--- src/rtl/fetch_unit.sv ---
// fetch_unit: instruction fetch stage feeding the decoder.
// Issues word fetches over a request/grant bus with in-order responses,
// buffers returned words tagged with their PC, and hands them to decode
// over valid/ready. Redirects flush the buffer and discard in-flight
// responses.
// Optional build macro FETCH_MISALIGN_CHK_EN: adds fetch_misaligned and
// halts fetching after a redirect to a non-word-aligned PC.
//
// state | meaning
// FETCH | drop_cnt == 0, responses are pushed into the buffer
// FLUSH | drop_cnt  > 0, responses are wrong-path and discarded
module fetch_unit #(
  parameter logic [31:0] RESET_PC   = 32'h0000_0000,
  parameter int          FIFO_DEPTH = 2
) (
  input  logic        clk,
  input  logic        nrst,
  output logic        imem_req,
  output logic [31:0] imem_addr,
  input  logic        imem_gnt,
  input  logic        imem_rvalid,
  input  logic [31:0] imem_rdata,
  input  logic        redirect,
  input  logic [31:0] redirect_pc,
  output logic        inst_valid,
  input  logic        inst_ready,
  output logic [31:0] inst,
  output logic [31:0] inst_pc
`ifdef FETCH_MISALIGN_CHK_EN
  ,
  output logic        fetch_misaligned
`endif
);

  localparam int CW = $clog2(FIFO_DEPTH + 1);
  localparam int PW = $clog2(FIFO_DEPTH);

  localparam logic FETCH = 1'b0;
  localparam logic FLUSH = 1'b1;

  logic [31:0]   pc_q;
  logic [31:0]   resp_pc;
  logic [CW-1:0] outstanding;
  logic [CW-1:0] drop_cnt;
  logic [CW-1:0] fifo_count;
  logic [PW-1:0] wr_ptr;
  logic [PW-1:0] rd_ptr;
  logic [31:0]   fifo_inst [FIFO_DEPTH];
  logic [31:0]   fifo_pc   [FIFO_DEPTH];

  logic          state;
  logic          halted;
  logic [31:0]   target_pc;
  logic          grant;
  logic          rsp;
  logic          push;
  logic          pop;
  logic [CW:0]   credits_used;

`ifdef FETCH_MISALIGN_CHK_EN
  logic misaligned_q;
  logic redirect_bad;

  assign redirect_bad     = (redirect_pc[1:0] != 2'b00);
  assign halted           = misaligned_q;
  assign fetch_misaligned = misaligned_q;

  // Misalignment flag follows the alignment of the most recent redirect.
  always_ff @(posedge clk or negedge nrst) begin
    if (!nrst) begin
      misaligned_q <= 1'b0;
    end else if (redirect) begin
      misaligned_q <= redirect_bad;
    end
  end
`else
  assign halted = 1'b0;
`endif

  // Low address bits of a redirect target are not meaningful for word fetch.
  assign target_pc = redirect_pc & ~32'h3;

  // Dropped (wrong-path) requests still hold a credit until their response returns.
  assign credits_used = {1'b0, outstanding} + {1'b0, fifo_count};
  assign imem_req     = nrst && !halted && (credits_used < (CW+1)'(FIFO_DEPTH));
  assign imem_addr    = pc_q;

  assign grant = imem_req && imem_gnt;
  // A response with nothing outstanding is a bus violation and is ignored.
  assign rsp   = imem_rvalid && (outstanding != '0);
  assign state = (drop_cnt != '0) ? FLUSH : FETCH;
  assign push  = rsp && !redirect && (state == FETCH) && !halted;
  assign pop   = inst_valid && inst_ready && !redirect;

  assign inst_valid = (fifo_count != '0);
  assign inst       = inst_valid ? fifo_inst[rd_ptr] : '0;
  assign inst_pc    = inst_valid ? fifo_pc[rd_ptr]   : '0;

  // PC tracking, credit counter and wrong-path drop counter.
  always_ff @(posedge clk or negedge nrst) begin
    if (!nrst) begin
      pc_q        <= RESET_PC;
      resp_pc     <= RESET_PC;
      outstanding <= '0;
      drop_cnt    <= '0;
    end else begin
      outstanding <= outstanding + CW'(grant) - CW'(rsp);
      if (redirect) begin
        pc_q     <= target_pc;
        resp_pc  <= target_pc;
        // Everything still in flight after this cycle is wrong-path,
        // including a request granted in the redirect cycle itself.
        drop_cnt <= outstanding + CW'(grant) - CW'(rsp);
      end else begin
        if (grant) pc_q <= pc_q + 32'd4;
        if (push) resp_pc <= resp_pc + 32'd4;
        if (rsp && (state == FLUSH)) drop_cnt <= drop_cnt - CW'(1);
      end
    end
  end

  // Buffer pointers and occupancy; a redirect empties the buffer.
  always_ff @(posedge clk or negedge nrst) begin
    if (!nrst) begin
      wr_ptr     <= '0;
      rd_ptr     <= '0;
      fifo_count <= '0;
    end else if (redirect) begin
      wr_ptr     <= '0;
      rd_ptr     <= '0;
      fifo_count <= '0;
    end else begin
      if (push) wr_ptr <= wr_ptr + PW'(1);
      if (pop) rd_ptr <= rd_ptr + PW'(1);
      fifo_count <= fifo_count + CW'(push) - CW'(pop);
    end
  end

  // Buffer storage; contents are only observed while marked valid.
  always_ff @(posedge clk) begin
    if (push) begin
      fifo_inst[wr_ptr] <= imem_rdata;
      fifo_pc[wr_ptr]   <= resp_pc;
    end
  end

  // Flag responses that arrive with no request outstanding.
  assert property (@(posedge clk) disable iff (!nrst)
    !(imem_rvalid && (outstanding == '0)));

endmodule
--- config.mk ---
export PLATFORM = sky130hd
export DESIGN_NAME = fetch_unit
export DESIGN_NICKNAME = d
export VERILOG_FILES = /design/src/rtl/fetch_unit.sv
export SDC_FILE = /design/constraint.sdc
export NUM_CORES = 1
export LEC_CHECK = 0
export CAP_MARGIN = 20
export CORE_MARGIN = 3
export CORE_UTILIZATION = 52
export CTS_CLUSTER_SIZE = 20
export DETAILED_ROUTE_END_ITERATION = 8
export HOLD_SLACK_MARGIN = 0.08
export PLACE_DENSITY = 0.8
export SLEW_MARGIN = 20
export SYNTH_ARGS = -nofsm -noshare
export SYNTH_HDL_FRONTEND = slang
export SYNTH_SLANG_ARGS = --single-unit
--- constraint.sdc ---
create_clock -name clk -period 4.7 [get_ports clk]
set_clock_uncertainty 0.05 [all_clocks]
set_input_delay 1.175 -clock clk [delete_from_list [all_inputs] [get_ports clk]]
set_output_delay 1.175 -clock clk [all_outputs]
set_load 0.005 [all_outputs]
Word-level counts from Yosys, hierarchy flattened
Memories as Yosys holds them, arrays and structs flattened.
Index checks and enable logic that the tools add are counted.
{"block": "totals", "regBits": 72, "ram_bits": 128, "input_bits": 70, "out_inout_bits": 98, "wordCells": 53, "n_memories": 2}
{"block": "classes", "n_addsub": 10, "magnitude_cmp": 1, "n_mux": 16, "n_bitwise": 1, "n_reduce_logical": 16}
{"memory": "fifo_inst", "words": 2, "width": 32, "rd": 1, "rd_ports_with_merged_regs": 0, "wr": 1, "line_no": "48", "text": "logic [31:0] fifo_inst [FIFO_DEPTH];"}
{"memory": "fifo_pc", "words": 2, "width": 32, "rd": 1, "rd_ports_with_merged_regs": 0, "wr": 1, "line_no": "49", "text": "logic [31:0] fifo_pc [FIFO_DEPTH];"}
{"operator": "2-to-1 mux 32 bit", "count": 6}
{"operator": "adder 32 x 3 -> 32 bit, second input constant", "count": 2}
{"operator": "nonzero test 2 bit", "count": 7}
{"operator": "logical AND 1 bit", "count": 8}
{"operator": "2-to-1 mux 1 bit", "count": 7}
{"operator": "2-to-1 mux 2 bit", "count": 3}
{"operator": "adder 2 x 1 -> 2 bit", "count": 2}
{"operator": "subtractor 2 x 1 -> 2 bit", "count": 2}
{"operator": "adder 2 x 2 -> 3 bit", "count": 1}
{"operator": "< comparator 3 x 2 -> 1 bit, second input constant", "count": 1}
{"operator": "adder 1 bit, second input constant", "count": 2}
{"operator": "subtractor 2 x 1 -> 2 bit, second input constant", "count": 1}
{"operator": "logical NOT 1 bit", "count": 1}
{"operator": "inverter 1 bit", "count": 1}

Longest topological paths before layout
Gate-level depths: netlist of run 1.
{"block": "logic_depth", "depth_word": 7, "ltp_mapped": 11}

Least setup slack after synthesis of run 1
Ideal clock, no wire load.
{"block": "synth_timing", "path_kind": "in2reg", "from": "input redirect", "to": "memory fifo_inst[0][0] (enable)", "setup_time_ps": 482, "t_arrival_ps": 4763, "t_required_ps": 4168, "setup_slack_ps": -596, "stages": 6, "path_buffers": 3, "path_cell_list": "clkbuf_1 inv_1 clkbuf_1 clkbuf_1 nand3_1 nor2_1"}
{"block": "synth_via", "elab_chain_len": 5}
{"item": "from (decl)", "line_no": "23", "text": "input logic redirect,"}
{"item": "logical NOT 1 bit", "line_no": "92", "text": "assign push = rsp && !redirect && (state == FETCH) && !halted;"}
{"item": "logical AND 1 bit (2 in series)", "line_no": "92"}
{"item": "2-to-1 mux 1 bit", "line_no": "141", "text": "if (push) begin"}
{"item": "2-to-1 mux 1 bit (implied by the code)", "line_no": "142", "text": "fifo_inst[wr_ptr] <= imem_rdata;"}
{"item": "to (decl)", "line_no": "48"}
No other way between the ends.

Final worst setup path of run 1
{"block": "layout_timing", "from": "register outstanding[0]", "to": "output imem_req"}
{"block": "layout_via", "elab_chain_len": 3}
{"item": "from (decl)", "line_no": "43", "text": "logic [CW-1:0] outstanding;"}
{"item": "from (signal assigned)", "line_no": "107", "text": "outstanding <= outstanding + CW'(grant) - CW'(rsp);"}
{"item": "adder 2 x 2 -> 3 bit", "line_no": "84", "text": "assign credits_used = {1'b0, outstanding} + {1'b0, fifo_count};"}
{"item": "< comparator 3 x 2 -> 1 bit", "line_no": "85", "text": "assign imem_req = nrst && !halted && (credits_used < (CW+1)'(FIFO_DEPTH));"}
{"item": "logical AND 1 bit", "line_no": "85"}
{"item": "to (decl)", "line_no": "18", "text": "output logic imem_req,"}
No other way between the ends.

==> results of run 1 <==
[cell families after synthesis]
kind of cell	count (synthesis)
simple gates	271
flops	192
compound gates	90
mux	81
buf+inv	56
xor+xnor	25
fa+ha+maj	8
other cells	1
[Yosys cell counts, drive strengths merged, types with 13 or more instances]
| library cell | n | area share, % |
|---|---|---|
| a31oi | 20 | 1.4 |
| and3 | 13 | 0.91 |
| buf | 15 | 0.91 |
| clkbuf | 26 | 1.1 |
| dfrtp | 68 | 19 |
| edfxtp | 124 | 42 |
| inv | 15 | 0.63 |
| mux2 | 17 | 2.1 |
| mux2i | 64 | 7.2 |
| nand2 | 25 | 1.1 |
| nand3 | 20 | 1.1 |
| nand4 | 27 | 1.9 |
| nor2 | 96 | 4.0 |
| nor3 | 14 | 0.79 |
| nor4 | 20 | 1.6 |
| o31ai | 17 | 1.4 |
| or4 | 14 | 1.2 |
| xnor2 | 16 | 1.6 |
[power groups by stage]
| stage | registers (W) | logic (W) | clock network [W] |
|---|---|---|---|
| 5_1_grt | 0.00220 | 0.00117 | 0.00134 |
| 6_report | 0.00217 | 0.00107 | 0.00124 |
| 3_5_place_dp | 0.00220 | 0.00108 | 0 |
| 3_3_place_gp | 0.00220 | 0.00106 | 0 |
| 2_1_floorplan | 0.00213 | 0.000607 | 0 |
| 4_1_cts | 0.00217 | 0.00108 | 0.00126 |
[metal layers]
layer	up-vias	track usage (%)
met2	280	32.20
met4	0	6.984
met3	23	4.743
met5	-	0
li1	3041	-
met1	3131	29.99
[registers in the layout, indices dropped and copies added (netlist names)]
register and count:
outstanding 2, resp_pc 30, fifo_pc 60, rd_ptr 1, fifo_inst 64, drop_cnt 2, imem_addr 30, wr_ptr 1
fifo_count 2
[worst max-delay path, delay by kind of cell, from the launching register on]
kind | cells | cell delay (ps)
AND/OR/NAND/NOR | 2 | 660
flip-flops | 1 | 450
adder cells (fa/ha/maj) | 1 | 490
buffers and inverters | 2 | 610
[worst max-delay path by stage]
| stage | startpoint | end | cells after the start |
|---|---|---|---|
| final | outstanding[0] | imem_req | 5 |
| after global routing | outstanding[0] | imem_req | 5 |
| after detailed placement | nrst | imem_req | 4 |
| after global placement | nrst | imem_req | 4 |
| after floorplan | redirect | fifo_inst[0][0] | 6 |
| after CTS | outstanding[0] | imem_req | 5 |
[metrics by stage]
| stage | util (%) | cells | setup TNS [ps] |
|---|---|---|---|
| floorplan | - | 727 | -73860 |
| global placement | 64.20 | 1076 | 0 |
| detailed placement | 64.20 | 1076 | 0 |
| CTS | 67.22 | 1106 | 0 |
| global route | 67.22 | 1106 | 0 |
| finish | 67.22 | 1106 | 0 |
[layout make-up]
cell class,count,area (µm²)
fillers,1217,5475
flip-flops and latches,192,5429
multi-input cells,479,3281
repair buffers,170,1682
clock buffers,18,429.2
well taps,220,275.3
clock inverters,12,73.82
inverters,15,56.30
==> flow_summary.ini, run 1 <==
[power_and_ir_drop]
p_comb_share_pct = 23.9
peakVddDrop_mv = 0.3103
p_int_w = 0.003215
switching_power_w = 0.001266
p_seq_share_pct = 48.4
switching_share_pct = 28.26
p_leak_nw = 3.803
clock_power_share_pct = 27.7
power.density_nw_per_um2 = 399.2
power_w = 0.004482

[clock_tree]
post_cts_resized = 0
clock-sinks = 192
holdBufCountCts = 0
ctsHtreeMaxLevel = 4
clockBufferDepth = 2
post_cts_buffers = 0
cts.root.buffer_cell = clkbuf_16
clkTransAtPathRegs_ps = 70
clkLatencyLatePin_ps = 420
cts_buffers = 17
cts_tree = done

[timing]
maxSlewViolCount = 0
rsz0062_at_grt = false
period_minus_slack_ps = 3856
worst_slew_pin_slew_ps = 883.8
finalCritPeriodShare_pct = 82.04
slew_headroom_pct = 41.08
whs_ps = 481.3
max_freq_mhz = 259.3
timing.final.ws_setup_ps = 843.9
setup_viol = 0
hold_violations = 0

[route]
dr.pass1.iters = 5
dr_wl_met2_um = 8862
drt-initial-drc-count = 532
vias = 6475
wl_met1_um = 8506
vias_per_cell = 5.854
wl_per_cell_um = 17.56
route.antenna.remaining_nets = 0
routed.top_layer = met4
drt_wl_total_um = 19420
drc = 0
route.met3.wl_um = 1737

[critical_path]
rr_worst_depth = 11
cp.arrival_ps = 2630
crit-reg2reg-capture = drop_cnt[1]
critPathSlowestCell = clkdlybuf4s50_1
rr_startpoint = outstanding[0]
endpoint_kind = primary output
path_class = register to primary output
cp-start-kind = register
path_cells = and2_1 > fa_1 > or3b_1 > inv_2 > clkdlybuf4s50_1
reg2reg_slack_ps = 1780
cp.required_ps = 3470
critPathMaxFanout = 5
slowest_delay_ps = 500

[floorplanning]
die_h_um = 136.9
num_rows = 47
die_w_um = 136.9
die_area_um2 = 18740
core_um2 = 16700
ios = 168
start_util_pct = 53.33

[synthesis]
synth_compound_area_share_pct = 7.445
syn-instance-count = 724
synth_top_family_by_area = simple AND/OR/NAND/NOR gates
synth_fa_ha_area_share_pct = 1.208
ys_seq_area_share_pct = 60.91
synth_edf_count = 124
ys_seq_elements = 192
synthArstFlopShare_pct = 35.42
netlist_area_um2 = 8907
avgSynthCellArea_um2 = 12.30
synthSimpleGateAreaFrac_pct = 15.96
synth.distinct_cells = 50
muxShareOfSynthArea_pct = 9.341
yosys.area_share.xor_xnor_pct = 2.458
synthFlopType = edfxtp_1
synth_warnings = 0

[place]
place.gp.congestion = 0.8408
hpwl_um = 13130
pre_cts_ws_ps = 1187
placed_area_um2 = 10720
numPortBuffers = 161

[grt]
globalRouteTotalUtil_pct = 21.02
gr-total-overflow = 0
grt_max_degree = 69
grt_pass1_vias = 6067
antenna_found_initial = 0
grt_pass1_wl_um = 30790

[final_layout]
n_antenna_cell = 0
finalInstanceArea_um2 = 11230
drive_gt1_share_pct = 7.336
most-common-layout-cells = clkdlybuf4s50_1, edfxtp_1, nor2_1
layout_commonest_cell = clkdlybuf4s50_1
area_growth_pct = 26.03
nets = 953

[min_path]
min_to = fifo_pc[1][7]
hold_depth = 0
hold_class = register to register
worstHoldStart = resp_pc[7]

[outcome]
outcome = finished clean

[job]
drv_cap = 0
Note: power is estimated with default switching activity, not from simulation.
==> run 2: changes to the inputs <==
--- a/config.mk
+++ b/config.mk
@@ -7,11 +7,11 @@
 export LEC_CHECK = 0
 export CAP_MARGIN = 20
 export CORE_MARGIN = 3
-export CORE_UTILIZATION = 52
+export CORE_UTILIZATION = 47
 export CTS_CLUSTER_SIZE = 20
 export DETAILED_ROUTE_END_ITERATION = 8
 export HOLD_SLACK_MARGIN = 0.08
-export PLACE_DENSITY = 0.8
+export PLACE_DENSITY = 0.76
 export SLEW_MARGIN = 20
 export SYNTH_ARGS = -nofsm -noshare
 export SYNTH_HDL_FRONTEND = slang
==> constraint.sdc (replaced) <==
create_clock -name clk -period 3.4 [get_ports clk]
set_clock_uncertainty 0.05 [all_clocks]
set_input_delay 0.85 -clock clk [delete_from_list [all_inputs] [get_ports clk]]
set_output_delay 0.85 -clock clk [all_outputs]
set_load 0.005 [all_outputs]
==> flow_summary.ini, run 2 (synthesized netlist as in run 1, its figures left out) <==
[outcome]
outcome = finished clean

[power_and_ir_drop]
p_comb_share_pct = 24.1
peakVddDrop_mv = 0.3716
power_w = 0.006528
switching_power_w = 0.001831
p_leak_nw = 3.933
clock_power_share_pct = 30.4
power.density_nw_per_um2 = 570.3
p_int_w = 0.004697
p_seq_share_pct = 45.5
switching_share_pct = 28.04

[floorplanning]
num_rows = 49
ios = 168
die_area_um2 = 20640
start_util_pct = 48.75
die_h_um = 143.7
core_um2 = 18270
die_w_um = 143.7

[grt]
gr-total-overflow = 0
grt_pass1_vias = 6071
globalRouteTotalUtil_pct = 19.81
antenna_found_initial = 1
grt_max_degree = 69
grt_pass1_wl_um = 32150

[final_layout]
multi_input_area_um2 = 3283
area_growth_pct = 28.50
instances_no_fill = 1125
nets = 961
layout_commonest_cell = clkdlybuf4s50_1
seqCellArea_um2 = 5431
n_antenna_cell = 0
most-common-layout-cells = clkdlybuf4s50_1, edfxtp_1, nor2_1
top_regs = fifo_inst: 64 flops, fifo_pc: 60 flops
n_fill_cell = 1443
finalInstanceArea_um2 = 11450
drive_gt1_share_pct = 9.040
regMostFlops = fifo_inst
largest_reg_flops = 64

[critical_path]
cp.required_ps = 2500
reg2reg_slack_ps = 410
crit-reg2reg-capture = imem_addr[20]
rr_startpoint = outstanding[0]
endpoint_kind = primary output
critPathMaxFanout = 30
cp-start-kind = register
rr_worst_depth = 7
cp.arrival_ps = 2230
path_class = register to primary output

[route]
route.antenna.remaining_nets = 0
dr.pass1.iters = 5
drt_wl_total_um = 20540
drc = 0
drt-initial-drc-count = 463
vias_per_cell = 5.761
wl_per_cell_um = 18.25
vias = 6481

[place]
hpwl_um = 14090
place.gp.congestion = 0.8864
placed_area_um2 = 10820
placedCellCount = 1090
numPortBuffers = 161

[clock_tree]
cts.root.buffer_cell = clkbuf_16
clkLatencyLatePin_ps = 430
clkTransAtPathRegs_ps = 70
clock-sinks = 192
holdBufCountCts = 0
ctsHtreeMaxLevel = 4
cts_tree = done
clockBufferDepth = 2
cts_buffers = 17

[timing]
worst_slew_pin_slew_ps = 891.8
fin_setup_tns_ps = 0
maxSlewViolCount = 0
max_freq_mhz = 319.7
period_minus_slack_ps = 3128
slew_headroom_pct = 40.54
finalCritPeriodShare_pct = 91.99
rsz0062_at_grt = false
hold_violations = 0
setup_viol = 0

[min_path]
min_to = fifo_pc[0][7]
hold_depth = 0
hold_class = register to register
worstHoldStart = resp_pc[7]

[job]
drv_cap = 0
-- run 2: cell types whose count changed in the layout (fill, tap and decap cells not counted), sizes merged --
cell	previous run	this run
clkinvlp	5	1
buf	11	19
dlymetal6s2s	0	1
inv	15	19
clkdlybuf4s50	159	158
bufinv	0	1
clkinv	7	4
clkbuf	18	22
-- run 2: cell type report --
| cell class | count | share of cell area (%) |
|---|---|---|
| Inverter | 15 | 0.4919 |
| Tap cell | 229 | 2.503 |
| Sequential cell | 192 | 47.45 |
| Clock inverter | 10 | 0.8636 |
| Multi-Input combinational cell | 479 | 28.68 |
| Clock buffer | 22 | 4.329 |
| Timing Repair Buffer | 178 | 15.68 |
-- run 2: metal layers --
layer	share of wire, %	wire length, µm	vias up	global-route usage (%)
met3	7.3	1498	27	4.260
met5	0	0	-	0
met2	46	9467	267	30.69
li1	-	-	3072	-
met4	1.6	325	0	6.194
met1	45	9243	3115	28.21
-- run 2: repair_timing --
action                     4_1_cts  5_1_grt
cloned                           0        0
setup endpoints to repair        1        1
pin swaps                        1        1
gates resized for setup          2        2
setup buffers                    3        0
-- run 2: worst max path at each step --
stage                    from         endpoint  slack, ps  cells past startpoint
6_report               rd_ptr         inst[26]        270                      4
5_1_grt                rd_ptr         inst[13]        170                      4
4_1_cts        outstanding[0]         imem_req          7                      5
3_5_place_dp         imem_gnt    imem_addr[24]        240                      6
3_3_place_gp         imem_gnt    imem_addr[24]        310                      6
2_1_floorplan        redirect  fifo_inst[0][0]       -560                      6
-- run 2: power groups by stage --
| stage | Combinational, W | Sequential (W) | Clock [W] |
|---|---|---|---|
| 2_1_floorplan | 0.000841 | 0.00293 | 0 |
| 3_3_place_gp | 0.00151 | 0.00301 | 0 |
| 3_5_place_dp | 0.00155 | 0.00303 | 0 |
| 4_1_cts | 0.00160 | 0.00297 | 0.00202 |
| 5_1_grt | 0.00172 | 0.00300 | 0.00212 |
| 6_report | 0.00157 | 0.00297 | 0.00198 |
-- run 2: critical path, stage by stage, from the launching register on --
cell	delay (ps)
dfrtp_4	720
buf_12	290
mux2i_1	250
nor2_1	60
clkdlybuf4s50_1	450
-- run 2: per-stage QoR --
step,hold slack [ps],setup slack (ps),utilization (%)
finish,483.0,272.2,62.65
global route,518.9,169.3,62.65
floorplan,390.2,-563.9,-
global placement,468.7,311.6,59.23
CTS,486.8,6.877,62.63
detailed placement,468.4,244.0,59.23
